<file path="config.mk">
export PLATFORM = sky130hd
export DESIGN_NAME = sync_counter_monitor_flat
export DESIGN_NICKNAME = d
export VERILOG_FILES = /design/src/rtl/sync_counter_monitor_if.sv /design/src/rtl/sync_counter_monitor.sv /design/src/flat_wrapper.sv
export SDC_FILE = /design/constraint.sdc
export NUM_CORES = 1
export LEC_CHECK = 0
export BUFFER_PORTS_ARGS = -buffer_cell sky130_fd_sc_hd__clkbuf_2
export CAP_MARGIN = 5
export CORE_ASPECT_RATIO = 0.7
export CORE_UTILIZATION = 53
export DETAILED_ROUTE_END_ITERATION = 8
export GPL_TIMING_DRIVEN = 0
export HOLD_SLACK_MARGIN = 0.15
export PLACE_DENSITY = 0.78
export SKIP_LAST_GASP = 1
export SYNTH_ARGS = -nofsm -noshare
export SYNTH_HDL_FRONTEND = slang
export SYNTH_SLANG_ARGS = --single-unit
</file>
<file path="constraint.sdc">
create_clock -name clk -period 3.1 [get_ports clk]
set_input_delay 0.62 -clock clk [delete_from_list [all_inputs] [get_ports clk]]
set_output_delay 0.62 -clock clk [all_outputs]
set_load 0.1 [all_outputs]
</file>
<file path="src/rtl/sync_counter_monitor_if.sv">
// Observation bus between an up/down counter under test and its monitor.
// The master side drives the counter's count/up and the error clear;
// the slave side is the monitor, which returns lock status and events.
interface sync_counter_monitor_if #(
  parameter int WIDTH = 4,
  parameter int ERRW  = 8
);
  logic             up;
  logic [WIDTH-1:0] count;
  logic             clr_err;
  logic             locked;
  logic             mismatch;
  logic             err_sticky;
  logic [ERRW-1:0]  err_count;
  logic             wrap_up;
  logic             wrap_down;
  logic             dir_change;
  logic [WIDTH-1:0] expected;

  modport master (
    output up, count, clr_err,
    input  locked, mismatch, err_sticky, err_count,
    input  wrap_up, wrap_down, dir_change, expected
  );

  modport slave (
    input  up, count, clr_err,
    output locked, mismatch, err_sticky, err_count,
    output wrap_up, wrap_down, dir_change, expected
  );
endinterface

</file>
<file path="src/rtl/sync_counter_monitor.sv">
// Receive-side checker for a synchronous up/down counter. Predicts each
// sample from the previous one, acquires lock after LOCK_MATCHES correct
// predictions, then flags mismatches, wraps and direction changes.
// Every output is a register; results for the sample taken at an edge are
// visible from that edge until the next one.
module sync_counter_monitor #(
  parameter int WIDTH        = 4,
  parameter int LOCK_MATCHES = 2,
  parameter int ERRW         = 8
) (
  input  logic                  clk,
  input  logic                  rst,
  sync_counter_monitor_if.slave mon
);

  typedef enum logic {
    ST_ACQUIRE = 1'b0,
    ST_LOCKED  = 1'b1
  } state_t;

  localparam int               RUN_W    = $clog2(LOCK_MATCHES + 1);
  localparam logic [RUN_W-1:0] RUN_LOCK = RUN_W'(LOCK_MATCHES);
  localparam logic [WIDTH-1:0] CNT_MAX  = '1;
  localparam logic [ERRW-1:0]  ERR_MAX  = '1;

  // Counter step: wraps modulo 2^WIDTH in both directions.
  function automatic logic [WIDTH-1:0] next_value(input logic [WIDTH-1:0] c,
                                                  input logic             u);
    return u ? c + 1'b1 : c - 1'b1;
  endfunction

  // Error counter increment that sticks at all-ones.
  function automatic logic [ERRW-1:0] sat_inc(input logic [ERRW-1:0] e);
    return (e == ERR_MAX) ? e : e + 1'b1;
  endfunction

  state_t           r_state;
  logic [WIDTH-1:0] r_last_count;
  logic             r_last_up;
  logic             r_have_prev;
  logic [RUN_W-1:0] r_match_run;
  logic             r_mismatch;
  logic             r_err_sticky;
  logic [ERRW-1:0]  r_err_count;
  logic             r_wrap_up;
  logic             r_wrap_down;
  logic             r_dir_change;
  logic [WIDTH-1:0] r_expected;

  logic [WIDTH-1:0] w_pred;
  logic             w_hit;
  logic             w_miss;
  logic [RUN_W-1:0] w_run_inc;
  logic [ERRW-1:0]  w_err_next;
  logic             w_sticky_next;

  assign w_pred    = next_value(r_last_count, r_last_up);
  assign w_hit     = r_have_prev && (mon.count == w_pred);
  // Only a locked monitor reports errors; in LOCKED a reference always exists.
  assign w_miss    = (r_state == ST_LOCKED) && !w_hit;
  assign w_run_inc = r_match_run + 1'b1;

  // Error bookkeeping: a mismatch beats a coincident clear (clear, then count it).
  always_comb begin
    w_err_next    = r_err_count;
    w_sticky_next = r_err_sticky;
    if (w_miss) begin
      w_err_next    = mon.clr_err ? ERRW'(1) : sat_inc(r_err_count);
      w_sticky_next = 1'b1;
    end else if (mon.clr_err) begin
      w_err_next    = '0;
      w_sticky_next = 1'b0;
    end
  end

  // Sample capture, lock FSM and registered event outputs.
  always_ff @(posedge clk) begin
    if (rst) begin
      r_state      <= ST_ACQUIRE;
      r_last_count <= '0;
      r_last_up    <= 1'b0;
      r_have_prev  <= 1'b0;
      r_match_run  <= '0;
      r_mismatch   <= 1'b0;
      r_err_sticky <= 1'b0;
      r_err_count  <= '0;
      r_wrap_up    <= 1'b0;
      r_wrap_down  <= 1'b0;
      r_dir_change <= 1'b0;
      r_expected   <= '0;
    end else begin
      r_last_count <= mon.count;
      r_last_up    <= mon.up;
      r_have_prev  <= 1'b1;
      r_expected   <= next_value(mon.count, mon.up);
      r_err_count  <= w_err_next;
      r_err_sticky <= w_sticky_next;
      r_mismatch   <= 1'b0;
      r_wrap_up    <= 1'b0;
      r_wrap_down  <= 1'b0;
      r_dir_change <= 1'b0;
      case (r_state)
        ST_ACQUIRE: begin
          if (r_have_prev) begin
            if (w_hit) begin
              if (w_run_inc == RUN_LOCK) begin
                r_state     <= ST_LOCKED;
                r_match_run <= '0;
              end else begin
                r_match_run <= w_run_inc;
              end
            end else begin
              r_match_run <= '0;
            end
          end
        end
        ST_LOCKED: begin
          r_dir_change <= (mon.up != r_last_up);
          if (w_hit) begin
            r_wrap_up   <= r_last_up  && (r_last_count == CNT_MAX);
            r_wrap_down <= !r_last_up && (r_last_count == '0);
          end else begin
            // The offending sample becomes the new reference for reacquisition.
            r_mismatch  <= 1'b1;
            r_state     <= ST_ACQUIRE;
            r_match_run <= '0;
          end
        end
        default: r_state <= ST_ACQUIRE;
      endcase
    end
  end

  assign mon.locked     = (r_state == ST_LOCKED);
  assign mon.mismatch   = r_mismatch;
  assign mon.err_sticky = r_err_sticky;
  assign mon.err_count  = r_err_count;
  assign mon.wrap_up    = r_wrap_up;
  assign mon.wrap_down  = r_wrap_down;
  assign mon.dir_change = r_dir_change;
  assign mon.expected   = r_expected;

endmodule

</file>
<file path="src/flat_wrapper.sv">
// flat-port wrapper written by rule: the top's interface ports become plain ports
module sync_counter_monitor_flat 
#(
  parameter int WIDTH        = 4,
  parameter int LOCK_MATCHES = 2,
  parameter int ERRW         = 8
)
  (clk, rst, mon_up, mon_count, mon_clr_err, mon_locked, mon_mismatch, mon_err_sticky, mon_err_count, mon_wrap_up, mon_wrap_down, mon_dir_change, mon_expected);
  sync_counter_monitor_if #(.WIDTH(WIDTH), .ERRW(ERRW)) mon_i ();
  input  logic clk;
  input  logic rst;
  input wire logic [$bits(mon_i.up)-1:0] mon_up;
  input wire logic [$bits(mon_i.count)-1:0] mon_count;
  input wire logic [$bits(mon_i.clr_err)-1:0] mon_clr_err;
  output wire logic [$bits(mon_i.locked)-1:0] mon_locked;
  output wire logic [$bits(mon_i.mismatch)-1:0] mon_mismatch;
  output wire logic [$bits(mon_i.err_sticky)-1:0] mon_err_sticky;
  output wire logic [$bits(mon_i.err_count)-1:0] mon_err_count;
  output wire logic [$bits(mon_i.wrap_up)-1:0] mon_wrap_up;
  output wire logic [$bits(mon_i.wrap_down)-1:0] mon_wrap_down;
  output wire logic [$bits(mon_i.dir_change)-1:0] mon_dir_change;
  output wire logic [$bits(mon_i.expected)-1:0] mon_expected;
  assign mon_i.up = mon_up;
  assign mon_i.count = mon_count;
  assign mon_i.clr_err = mon_clr_err;
  assign mon_locked = mon_i.locked;
  assign mon_mismatch = mon_i.mismatch;
  assign mon_err_sticky = mon_i.err_sticky;
  assign mon_err_count = mon_i.err_count;
  assign mon_wrap_up = mon_i.wrap_up;
  assign mon_wrap_down = mon_i.wrap_down;
  assign mon_dir_change = mon_i.dir_change;
  assign mon_expected = mon_i.expected;
  sync_counter_monitor #(.WIDTH(WIDTH), .LOCK_MATCHES(LOCK_MATCHES), .ERRW(ERRW)) u_core (.clk(clk), .rst(rst), .mon(mon_i));
endmodule
</file>
==> summary.md, run 1 <==
| Metric | Value |
|---|---|
| IO Port Bufs | `25` |
| IO Count | `26` |
| Final std cells w/o fill | `~190` |
| DRT Pass-1 Iters | `4` |
| Worst-skew pair later-pin latency | `0.32 ns` |
| Row cnt | `14` |
| Seq/Total Area, Yosys | `0.4143` |
| Largest net degree at the start of global routing | `14` |
| Initial antenna violation count | `0` |
| Min-delay worst type | `reg -> reg` |
| Commonest non-fill, non-tap cells in the layout | `dfxtp_1, clkbuf_2, nor2_1` |
| Fill cells | `192` |
| Clock Path Buffers | `2` |
| Async set-or-reset flop fraction in the synthesized netlist | `0` |
| Power Density | `424.6 nW/um^2` |
| Hold-fix buffers, CTS | `0` |
| Final layout net count | `171` |
| Number of synthesized flops with an enable pin | `0` |
| Total GRT Usage | `0.2325` |
| #FFs+latches synth | `26` |
| Area of the core | `2190 sq um` |
| Starting Density | `0.5737` |
| CP required | `3.32 ns` |
| Clock Skew | `approximately 0.0086 ns` |
| Worst Setup Start Kind | `register` |
| Peak Freq | `just under 400 MHz` |
| Peak supply drop | `between 0.3 and 0.4 mV` |
| Syn_nets | `141` |
| CP Buf/Inv Count | `2` |
| Setup_tns | `0 ns` |
| Design area | `~1400 sq um` |
| Antenna diodes | `0` |
| Final Hold Vio Count | `0` |
| Critical path's top delay family | `simple AND/OR/NAND/NOR gates` |
| Net Sw Power | `0.0001851 W` |
| CP peak stage delay | `around 0.45 ns` |
| DIE AREA | `2572 sq um` |
| Arr. time, crit path | `between 2 and 3 ns` |
| Min cycle time layout | `2.573 ns` |
| Slowest CP cell | `fa_1` |
| Die X | `approximately 60 microns` |
| Max Cap Violations | `0` |
| DRT iter0 DRCs | `49` |
| Synthesized area | `1256 sq um` |
| P_int | `0.0004279 W` |
| GR peak layer | `met2` |
| DRT antenna net count | `0` |
| DR WL/cell | `13.81 microns` |
| Worst-path clk slew | `0.14 ns` |
| Share of cells above drive strength 1 | `0.2597` |
| Met3 Resource Use GR | `0.06098` |
| Max_slew headroom | `0.6371` |
| Mean Syn Cell Area | `~10 sq um` |
| Worst setup path category | `reg -> reg` |
| Total Wirelength | `2568 microns` |
| RSZ-0062 raised after global routing | `no` |
| Die height | `42.73 microns` |
| CP Capture Type | `register` |
| Area of the multi-input gates | `between 600 and 700 sq um` |
| Seq pwr share | `0.574` |
| Final Power | `0.0006130 W` |
| Run status | `finished clean` |
| GRT overflow | `0` |
| Mapped Cells | `between 100 and 150` |
| Met2 Use GR | `0.3495` |
| DRC viols | `0` |
| Sequential cell area | `between 500 and 600 sq um` |
| Cell area after placement | `1421 sq um` |
| Worst-path cell chain | `inv_1 -> fa_1 -> xnor3_1 -> nand4_1 -> or3_1 -> buf_2 -> a41oi_1 -> a311oi_1` |
| Max-slew violation count | `0` |
| Least-Margin Pin Slew | `0.5467 ns` |
| First-pass GRT wire length | `4340 microns` |
| Final hold slack | `0.4738 ns` |
| Finish-stage setup viols | `0` |
| CTS tree | `done` |
| Inst Count DP | `~180` |
| H-tree depth | `1` |
| Comb pwr share | `0.192` |
| Yosys warns | `0` |
| Post-synthesis to final-layout area growth | `14.94%` |
| Clock power frac | `0.234` |
| Routability cong. | `0.8474` |
| CTS Buf Count | `3` |
| Vias/cell | `5.543` |
| Setup repair bufs after CTS | `0` |
| Sw frac | `0.3020` |
| Total number of vias | `1031` |
| Leakage | `0.5842 nW` |
| CTS-repair resized insts | `0` |
| Main synth FF type | `dfxtp_1` |
| Yosys cell types | `between 40 and 50` |
| Vias in the first global route | `approximately 950` |
| Met1 GRT Util | `0.3314` |
| Crit path max fanout | `8` |
| Clock root cell | `clkbuf_4` |
| Final worst path period share | `0.8301` |
| Post-DP HPWL | `1908 microns` |
| Clock Sinks | `26` |
| Most common cell after layout, fill and taps aside | `dfxtp_1` |
sequential cells by signal, summed over array words and instances, names as in the netlist:
signal / count
u_core.mon.wrap_down: 1
u_core.mon.mismatch: 1
u_core.mon.locked: 1
u_core.mon.wrap_up: 1
u_core.r_match_run: 2
u_core.mon.err_sticky: 1
u_core.mon.expected: 4
u_core.r_have_prev: 1
u_core.r_last_count: 4
u_core.mon.dir_change: 1
u_core.r_last_up: 1
u_core.mon.err_count: 8
through the flow:
step,util,setup slack [ns]
floorplan,-,0.7489
global placement,0.6491,0.6872
detailed placement,0.6491,0.5759
CTS,0.6594,0.5550
global route,0.6594,0.4027
finish,0.6594,0.5267
power by group through the flow:
stage | sequential [W] | clock (W) | combinational [W]
final | 0.000352 | 0.000143 | 0.000118
after detailed placement | 0.000359 | 0 | 0.000117
after floorplan | 0.000397 | 0 | 0.0000528
after global routing | 0.000353 | 0.000160 | 0.000127
after CTS | 0.000352 | 0.000144 | 0.000118
after global placement | 0.000358 | 0 | 0.000114
metal layers:
| metal | vias to the layer above | wire, microns |
|---|---|---|
| met1 | 492 | 1249 |
| li1 | 510 | - |
| met2 | 27 | 1173 |
| met3 | 2 | 126 |
| met5 | - | 0 |
| met4 | 0 | 19 |
cell usage after synthesis, types with 2 or more instances:
library cell	n	area share
nand3_1	3	0.012
ha_1	5	0.050
and3_1	2	0.010
and4_1	2	0.014
nand4_1	5	0.025
nor3_1	2	0.0080
o211ai_1	2	0.012
o21bai_1	2	0.012
xor2_1	2	0.014
a21oi_2	2	0.014
o31ai_1	2	0.012
nand2_1	7	0.021
nor2_1	10	0.030
dfxtp_1	26	0.41
inv_1	6	0.018
xnor3_1	2	0.036
clkbuf_1	2	0.0060
buf_4	2	0.012
fa_1	2	0.032
nor2b_1	7	0.035
nor4_2	2	0.020
xnor2_1	4	0.028
nor3_2	2	0.016
a21oi_1	6	0.024
cells by family after synthesis:
kind of cell / after synthesis / synth area share
and+or+nand+nor: 49 / 0.2311
DFF: 26 / 0.4143
AOI/OAI and AO/OA: 25 / 0.1554
buffers and inverters: 11 / 0.03983
xor gates and xnor gates: 8 / 0.07769
adders and majority gates: 7 / 0.08167
worst register-to-register path: stages, from the launching register on:
cell      delay, ns
dfxtp_1        0.42
inv_1          0.14
fa_1           0.45
xnor3_1        0.37
nand4_1        0.17
or3_1          0.41
buf_2          0.18
a41oi_1        0.25
a311oi_1       0.07
worst paths after layout:
| path | start | end | slack, ns | depth (start not counted) |
|---|---|---|---|---|
| max | u_core.r_last_up | u_core.mon.err_count[6] | 0.53 | 8 |
| min | u_core.r_last_count[2] | u_core.mon.wrap_down | 0.47 | 1 |
| max reg2reg | u_core.r_last_up | u_core.mon.err_count[6] | 0.53 | 8 |
| min reg2reg | u_core.r_last_count[2] | u_core.mon.wrap_down | 0.47 | 1 |
final cells by class:
cell class              instances  share of cell area
repair buffers                 25             0.08666
well taps                      32             0.02773
multi-input cells              89              0.4749
inverters                       6             0.01560
flip-flops and latches         26              0.3605
plain buffers                   5             0.01906
clock buffers                   3             0.01560
(Power assumes the default switching activity.)
==> run 2, diff against run 1 <==
--- a/config.mk
+++ b/config.mk
@@ -8,11 +8,11 @@
 export BUFFER_PORTS_ARGS = -buffer_cell sky130_fd_sc_hd__clkbuf_2
 export CAP_MARGIN = 5
 export CORE_ASPECT_RATIO = 0.7
-export CORE_UTILIZATION = 53
+export CORE_UTILIZATION = 48
 export DETAILED_ROUTE_END_ITERATION = 8
 export GPL_TIMING_DRIVEN = 0
 export HOLD_SLACK_MARGIN = 0.15
-export PLACE_DENSITY = 0.78
+export PLACE_DENSITY = 0.74
 export SKIP_LAST_GASP = 1
 export SYNTH_ARGS = -nofsm -noshare
 export SYNTH_HDL_FRONTEND = slang
==> constraint.sdc (replaced) <==
create_clock -name clk -period 2.33 [get_ports clk]
set_input_delay 0.466 -clock clk [delete_from_list [all_inputs] [get_ports clk]]
set_output_delay 0.466 -clock clk [all_outputs]
set_load 0.1 [all_outputs]
==> summary.md, run 2 (synthesis gave the netlist of run 1 again) <==
| Metric | Value |
|---|---|
| Max_slew headroom | `0.6364 (was 0.6371)` |
| Vias in the first global route | `1006 (was 948)` |
| GRT overflow | `0 (unchanged)` |
| Commonest non-fill, non-tap cells in the layout | `clkbuf_2, dfxtp_1, nor2_1 (was dfxtp_1, clkbuf_2, nor2_1)` |
| DRT Pass-1 Iters | `6 (was 4)` |
| Finish-stage setup viols | `0 (unchanged)` |
| Clock Path Buffers | `2 (unchanged)` |
| Net Sw Power | `0.0002643 W (was 0.0001851 W)` |
| Total Wirelength | `2815 microns (was 2568 microns)` |
| Clock root cell | `clkbuf_8 (was clkbuf_4)` |
| Die X | `63.15 microns (was 60.19 microns)` |
| Reg2reg end | `u_core.mon.err_count[2] (was u_core.mon.err_count[6])` |
| Worst setup endpoint | `u_core.mon.err_count[2] (was u_core.mon.err_count[6])` |
| DR WL/cell | `14.82 microns (was 13.81 microns)` |
| DIE AREA | `2829 sq um (was 2572 sq um)` |
| Run status | `finished clean (unchanged)` |
| Clock power frac | `0.322 (was 0.234)` |
| Area of the core | `2477 sq um (was 2190 sq um)` |
| Final hold slack | `0.4360 ns (was 0.4738 ns)` |
| Vias/cell | `5.584 (was 5.543)` |
| CP required | `2.50 ns (was 3.32 ns)` |
| Power Density | `608.3 nW/um^2 (was 424.6 nW/um^2)` |
| Routability cong. | `0.8523 (was 0.8474)` |
| Reg2reg setup slack | `0.1 ns (was 0.53 ns)` |
| Number of flip-flops in the largest register | `8 (unchanged)` |
| Die height | `44.80 microns (was 42.73 microns)` |
| Arr. time, crit path | `2.40 ns (was 2.79 ns)` |
| Worst-skew pair later-pin latency | `0.28 ns (was 0.32 ns)` |
| Worst Setup Start Kind | `register (unchanged)` |
| IO Port Bufs | `25 (unchanged)` |
| Length in cells of the worst reg-to-reg path | `8 (unchanged)` |
| Post-synthesis to final-layout area growth | `21.22% (was 14.94%)` |
| Max Cap Violations | `0 (unchanged)` |
| CTS tree | `done (unchanged)` |
| Cell area after placement | `1424 sq um (was 1421 sq um)` |
| Min-delay worst type | `in -> reg (was reg -> reg)` |
| Final WS setup | `0.09924 ns (was 0.5267 ns)` |
| RSZ-0062 raised after global routing | `no (unchanged)` |
| Worst Setup SP | `u_core.r_last_up (unchanged)` |
| Max-slew violation count | `0 (unchanged)` |
| Peak supply drop | `0.5603 mV (was 0.3099 mV)` |
| Worst setup path category | `reg -> reg (unchanged)` |
| Largest net degree at the start of global routing | `15 (was 14)` |
| Sw frac | `0.2853 (was 0.3020)` |
| Design area | `1523 sq um (was 1444 sq um)` |
| Final layout net count | `172 (was 171)` |
| Critical R2R Launch | `u_core.r_last_up (unchanged)` |
| Antenna diodes | `0 (unchanged)` |
| DRC viols | `0 (unchanged)` |
| CTS Buf Count | `3 (unchanged)` |
| IO Count | `26 (unchanged)` |
| P_int | `0.0006620 W (was 0.0004279 W)` |
| Final worst path period share | `0.9574 (was 0.8301)` |
| Total number of vias | `1061 (was 1031)` |
| Post-DP HPWL | `2091 microns (was 1908 microns)` |
| First-pass GRT wire length | `4692 microns (was 4340 microns)` |
| Crit path max fanout | `8 (unchanged)` |
| CP Capture Type | `register (unchanged)` |
| DRT iter0 DRCs | `31 (was 49)` |
| Fin util | `0.6146 (was 0.6594)` |
| Total GRT Usage | `0.2246 (was 0.2325)` |
| Initial antenna violation count | `0 (unchanged)` |
| Peak Freq | `448.3 MHz (was 388.6 MHz)` |
| Min cycle time layout | `2.231 ns (was 2.573 ns)` |
| Final Power | `0.0009263 W (was 0.0006130 W)` |
| Share of cells above drive strength 1 | `0.3013 (was 0.2597)` |
| Row cnt | `15 (was 14)` |
| Leakage | `0.6091 nW (was 0.5842 nW)` |
| Clock Sinks | `26 (unchanged)` |
| Final Hold Vio Count | `0 (unchanged)` |
| Clock Skew | `0.002202 ns (was 0.008643 ns)` |
| Seq pwr share | `0.505 (was 0.574)` |
| Worst-path clk slew | `0.09 ns (was 0.14 ns)` |
| Starting Density | `0.5071 (was 0.5737)` |
| Pre-CTS setup slack | `-0.1586 ns (was 0.5759 ns)` |
| DRT antenna net count | `0 (unchanged)` |
| Hold-fix buffers, CTS | `0 (unchanged)` |
| H-tree depth | `1 (unchanged)` |
| Comb pwr share | `0.173 (was 0.192)` |
| Least-Margin Pin Slew | `0.5477 ns (was 0.5467 ns)` |
| Most common cell after layout, fill and taps aside | `clkbuf_2 (was dfxtp_1)` |
## run 2: per-stage QoR
| stage | std cells | setup TNS (ns) |
|---|---|---|
| after floorplan | 126 | 0 |
| after global placement | 185 | -0.1134 |
| after detailed placement | 185 | -0.6513 |
| after CTS | 190 | 0 |
| after global routing | 190 | 0 |
| final | 190 | 0 |
## run 2: worst min-delay path by stage
stage	from	depth (start not counted)	to
after floorplan	u_core.r_last_count[2]	1	u_core.mon.wrap_down
after global placement	u_core.mon.err_sticky	2	u_core.mon.err_sticky
after detailed placement	u_core.r_last_count[2]	1	u_core.mon.wrap_down
after CTS	rst	2	u_core.r_last_count[0]
after global routing	rst	2	u_core.r_last_count[0]
final	rst	2	u_core.r_last_count[0]
## run 2: timing repair
action                                 CTS  global route
endpoints found under the hold margin    0             0
setup buffers                            1             0
gates resized for setup                  4             5
pin swaps                                2             7
setup endpoints to repair               11            11
## run 2: layout make-up
class | instances | area, sq um
clock buffer | 4 | 55.05
buffer | 5 | 33.78
multi-input combinational | 89 | 708.2
sequential | 26 | 525.5
fill | 232 | 954.7
tap | 34 | 42.54
timing repair buffer | 26 | 132.6
inverter | 6 | 25.02
## run 2: critical path, stage by stage, from the launching register on
cell     delay [ns]
dfxtp_4        0.38
inv_4          0.05
fa_1           0.56
xnor2_1        0.13
nand4_1        0.19
or3_1          0.42
buf_6          0.15
a31oi_4        0.19
nor3_2         0.05
## run 2: power groups by stage
stage          Clock (W)  Sequential [W]  Combinational (W)
3_3_place_gp           0        0.000477           0.000152
4_1_cts         0.000304        0.000468           0.000158
3_5_place_dp           0        0.000478           0.000157
5_1_grt         0.000321        0.000470           0.000171
2_1_floorplan          0        0.000528          0.0000703
6_report        0.000298        0.000468           0.000160
## run 2: per-layer routing
metal	vias up	global-route usage	wire, microns
met1	517	0.2932	1341
met4	0	0.08372	45
li1	520	-	-
met5	-	0	0
met2	19	0.3634	1319
met3	5	0.06061	108
==> run 3, diff against run 2 <==
--- a/config.mk
+++ b/config.mk
@@ -5,6 +5,7 @@
 export SDC_FILE = /design/constraint.sdc
 export NUM_CORES = 1
 export LEC_CHECK = 0
+export ABC_AREA = 1
 export BUFFER_PORTS_ARGS = -buffer_cell sky130_fd_sc_hd__clkbuf_2
 export CAP_MARGIN = 5
 export CORE_ASPECT_RATIO = 0.7
==> summary.md, run 3 <==
| Metric | Value |
|---|---|
| Run status | `finished clean (unchanged)` |
| Slowest CP cell | `fa_1 (unchanged)` |
| Mean Syn Cell Area | `7.549 sq um (was 9.970 sq um)` |
| CP Buf/Inv Count | `1 (was 2)` |
| Number of flip-flops in the largest register | `8 (unchanged)` |
| DIE AREA | `3019 sq um (was 2829 sq um)` |
| CP Capture Type | `register (unchanged)` |
| DRC viols | `0 (unchanged)` |
| DRT antenna net count | `0 (unchanged)` |
| Max Cap Violations | `0 (unchanged)` |
| Crit path max fanout | `8 (unchanged)` |
| Final layout net count | `222 (was 172)` |
| Critical path's top delay family | `simple AND/OR/NAND/NOR gates (unchanged)` |
| First-pass GRT wire length | `4843 microns (was 4692 microns)` |
| Post-synthesis to final-layout area growth | `16.20% (was 21.22%)` |
| Max_slew headroom | `0.6409 (was 0.6364)` |
| Total Wirelength | `2760 microns (was 2815 microns)` |
| Min cycle time layout | `2.025 ns (was 2.231 ns)` |
| Share of the synthesized area in the top cell type | `0.3873 (was 0.4143)` |
| Number of synthesized flops with an enable pin | `0 (unchanged)` |
| Least-Margin Pin Slew | `0.5409 ns (was 0.5477 ns)` |
| Async set-or-reset flop fraction in the synthesized netlist | `0 (unchanged)` |
| Met1 GRT Util | `0.2706 (was 0.2932)` |
| Vias in the first global route | `1109 (was 1006)` |
| Hold-fix buffers, CTS | `0 (unchanged)` |
| Setup_tns | `0 ns (unchanged)` |
| CP peak stage delay | `0.58 ns (was 0.56 ns)` |
| Clock root cell | `clkbuf_8 (unchanged)` |
| RSZ-0062 raised after global routing | `no (unchanged)` |
| GR peak layer | `met2 (unchanged)` |
| Leakage | `0.7620 nW (was 0.6091 nW)` |
| DR WL/cell | `11.50 microns (was 14.82 microns)` |
| Area of the core | `2552 sq um (was 2477 sq um)` |
| Routability cong. | `0.8373 (was 0.8523)` |
| CTS tree | `done (unchanged)` |
| Final WS setup | `0.3046 ns (was 0.09924 ns)` |
| IO Count | `26 (unchanged)` |
| Largest net degree at the start of global routing | `15 (unchanged)` |
| Final worst path period share | `0.8693 (was 0.9574)` |
| Die X | `65.24 microns (was 63.15 microns)` |
| Met3 Resource Use GR | `0.05198 (was 0.06061)` |
| Row cnt | `15 (unchanged)` |
| CTS Buf Count | `3 (unchanged)` |
| Synthesized area | `1344 sq um (was 1256 sq um)` |
| Pre-CTS setup slack | `0.3538 ns (was -0.1586 ns)` |
| Finish-stage setup viols | `0 (unchanged)` |
| Area leader, netlist | `dfxtp_1 (unchanged)` |
| Post-DP HPWL | `2128 microns (was 2091 microns)` |
| Worst Setup Start Kind | `register (unchanged)` |
| Peak supply drop | `0.5623 mV (was 0.5603 mV)` |
| Syn_nets | `193 (was 141)` |
| Share of cells above drive strength 1 | `0.2039 (was 0.3013)` |
| Final Hold Vio Count | `0 (unchanged)` |
| H-tree depth | `1 (unchanged)` |
| Worst-path clk slew | `0.08 ns (was 0.09 ns)` |
| DRT Pass-1 Iters | `4 (was 6)` |
| Setup repair bufs after CTS | `0 (was 1)` |
| DRT iter0 DRCs | `69 (was 31)` |
| Die height | `46.27 microns (was 44.80 microns)` |
| Final Power | `0.0009208 W (was 0.0009263 W)` |
| Total GRT Usage | `0.2158 (was 0.2246)` |
| #FFs+latches synth | `26 (unchanged)` |
| CTS-repair resized insts | `0 (was 4)` |
| Clock Skew | `0.004132 ns (was 0.002202 ns)` |
| Main synth FF type | `dfxtp_1 (unchanged)` |
| CP required | `2.54 ns (was 2.50 ns)` |
| Critical R2R Launch | `u_core.r_last_up (unchanged)` |
| Peak Freq | `493.7 MHz (was 448.3 MHz)` |
| Initial antenna violation count | `0 (unchanged)` |
| Total number of vias | `1215 (was 1061)` |
| Worst setup path category | `reg -> reg (unchanged)` |
| Count leader, synth | `nand2_1 (was dfxtp_1)` |
| Arr. time, crit path | `2.24 ns (was 2.40 ns)` |
| Clock Path Buffers | `2 (unchanged)` |
| Worst Setup SP | `u_core.r_last_up (unchanged)` |
| Mapped Cells | `178 (was 126)` |
| Yosys cell types | `26 (was 43)` |
| Worst path most repeated cell | `nand2_1` |
| Post-synth top cells | `nand2_1, inv_1, dfxtp_1, nor2_1, nand3_1 (was dfxtp_1, nor2_1, nand2_1, nor2b_1)` |
| Starting Density | `0.5265 (was 0.5071)` |
| Clock Sinks | `26 (unchanged)` |
| Power Density | `589.7 nW/um^2 (was 608.3 nW/um^2)` |
| Vias/cell | `5.063 (was 5.584)` |
| Yosys warns | `0 (unchanged)` |
| Commonest non-fill, non-tap cells in the layout | `nand2_1, inv_1, dfxtp_1 (was clkbuf_2, dfxtp_1, nor2_1)` |
| Seq/Total Area, Yosys | `0.3873 (was 0.4143)` |
| Most common cell after layout, fill and taps aside | `nand2_1 (was clkbuf_2)` |
| Min-delay worst type | `in -> reg (unchanged)` |
| Worst-skew pair later-pin latency | `0.27 ns (was 0.28 ns)` |
| Met2 Use GR | `0.3773 (was 0.3634)` |
| Hold path start | `mon_count[0] (was rst)` |
| IO Port Bufs | `24 (was 25)` |
| Antenna diodes | `0 (unchanged)` |
| GRT overflow | `0 (unchanged)` |
| Worst-path cell chain | `inv_2 -> fa_1 -> xnor2_1 -> o21ai_0 -> nor2_2 -> nand3_4 -> nand2_1 -> nand2_1 -> nand2_1 -> nor2_1 -> nor2_2 (was inv_4 -> fa_1 -> xnor2_1 -> nand4_1 -> or3_1 -> buf_6 -> a31oi_4 -> nor3_2)` |
| Max-slew violation count | `0 (unchanged)` |
| Synth top area cells | `dfxtp_1, nand2_1, inv_1, nand3_1, nor2_1 (was dfxtp_1, ha_1, xnor3_1, nor2b_1, fa_1)` |
run 3: cell count changes in the layout (fill, tap and decap cells not counted), sizes merged, moves of 3 or more:
| cell | change |
|---|---|
| nor2b | -7 |
| nand3 | +19 |
| o31ai | -3 |
| buf | -4 |
| nor2 | +14 |
| nand2 | +29 |
| nand4 | -4 |
| inv | +22 |
| o21ai | +5 |
run 3: metrics by stage:
stage / util / hold slack, ns / instances / instance area, sq um
2_1_floorplan: - / 0.4218 / 178 / 1344
3_3_place_gp: 0.5902 / 0.4313 / 236 / 1506
3_5_place_dp: 0.5902 / 0.4372 / 236 / 1506
4_1_cts: 0.6118 / 0.4239 / 240 / 1562
5_1_grt: 0.6118 / 0.4340 / 240 / 1562
6_report: 0.6118 / 0.4276 / 240 / 1562
run 3: report_power, final:
part	switching [W]	internal (W)	leakage, nW
registers	0.00000907	0.000458	0.212
logic	0.000122	0.0000424	0.521
clock network	0.000139	0.000151	0.0288
total	0.000270	0.000651	0.762
run 3: routing by layer:
metal  vias up  wire length, microns
met4         0                    13
met2        31                  1246
met3         2                   152
met5         -                     0
li1        621                     -
met1       561                  1348
run 3: kinds of logic after synthesis:
| logic type | share of synthesized area |
|---|---|
| buffers and inverters | 0.09031 |
| and+or+nand+nor | 0.3222 |
| adders and majority gates | 0.07635 |
| DFF | 0.3873 |
| xor gates and xnor gates | 0.04562 |
| AOI/OAI and AO/OA | 0.07821 |
run 3: worst reg2reg max path: stages (launching register included):
cell	delay, ns
dfxtp_1	0.35
inv_2	0.09
fa_1	0.58
xnor2_1	0.12
o21ai_0	0.12
nor2_2	0.14
nand3_4	0.15
nand2_1	0.15
nand2_1	0.07
nand2_1	0.08
nor2_1	0.05
nor2_2	0.06
run 3: layout make-up:
type / instances / area, sq um
multi-input combinational: 120 / 701.9
inverter: 29 / 108.9
timing repair buffer: 24 / 120.1
clock buffer: 4 / 55.05
buffer: 3 / 12.51
fill: 254 / 991.0
tap: 34 / 42.54
sequential: 26 / 520.5
run 3: path summary, 6_finish.rpt:
path,to,slack [ns],depth (start not counted)
worst max-delay path,u_core.mon.err_count[5],0.30,11
worst min-delay path,u_core.mon.expected[0],0.43,2
worst max register to register,u_core.mon.err_count[5],0.30,11
worst min register to register,u_core.r_match_run[1],0.45,2
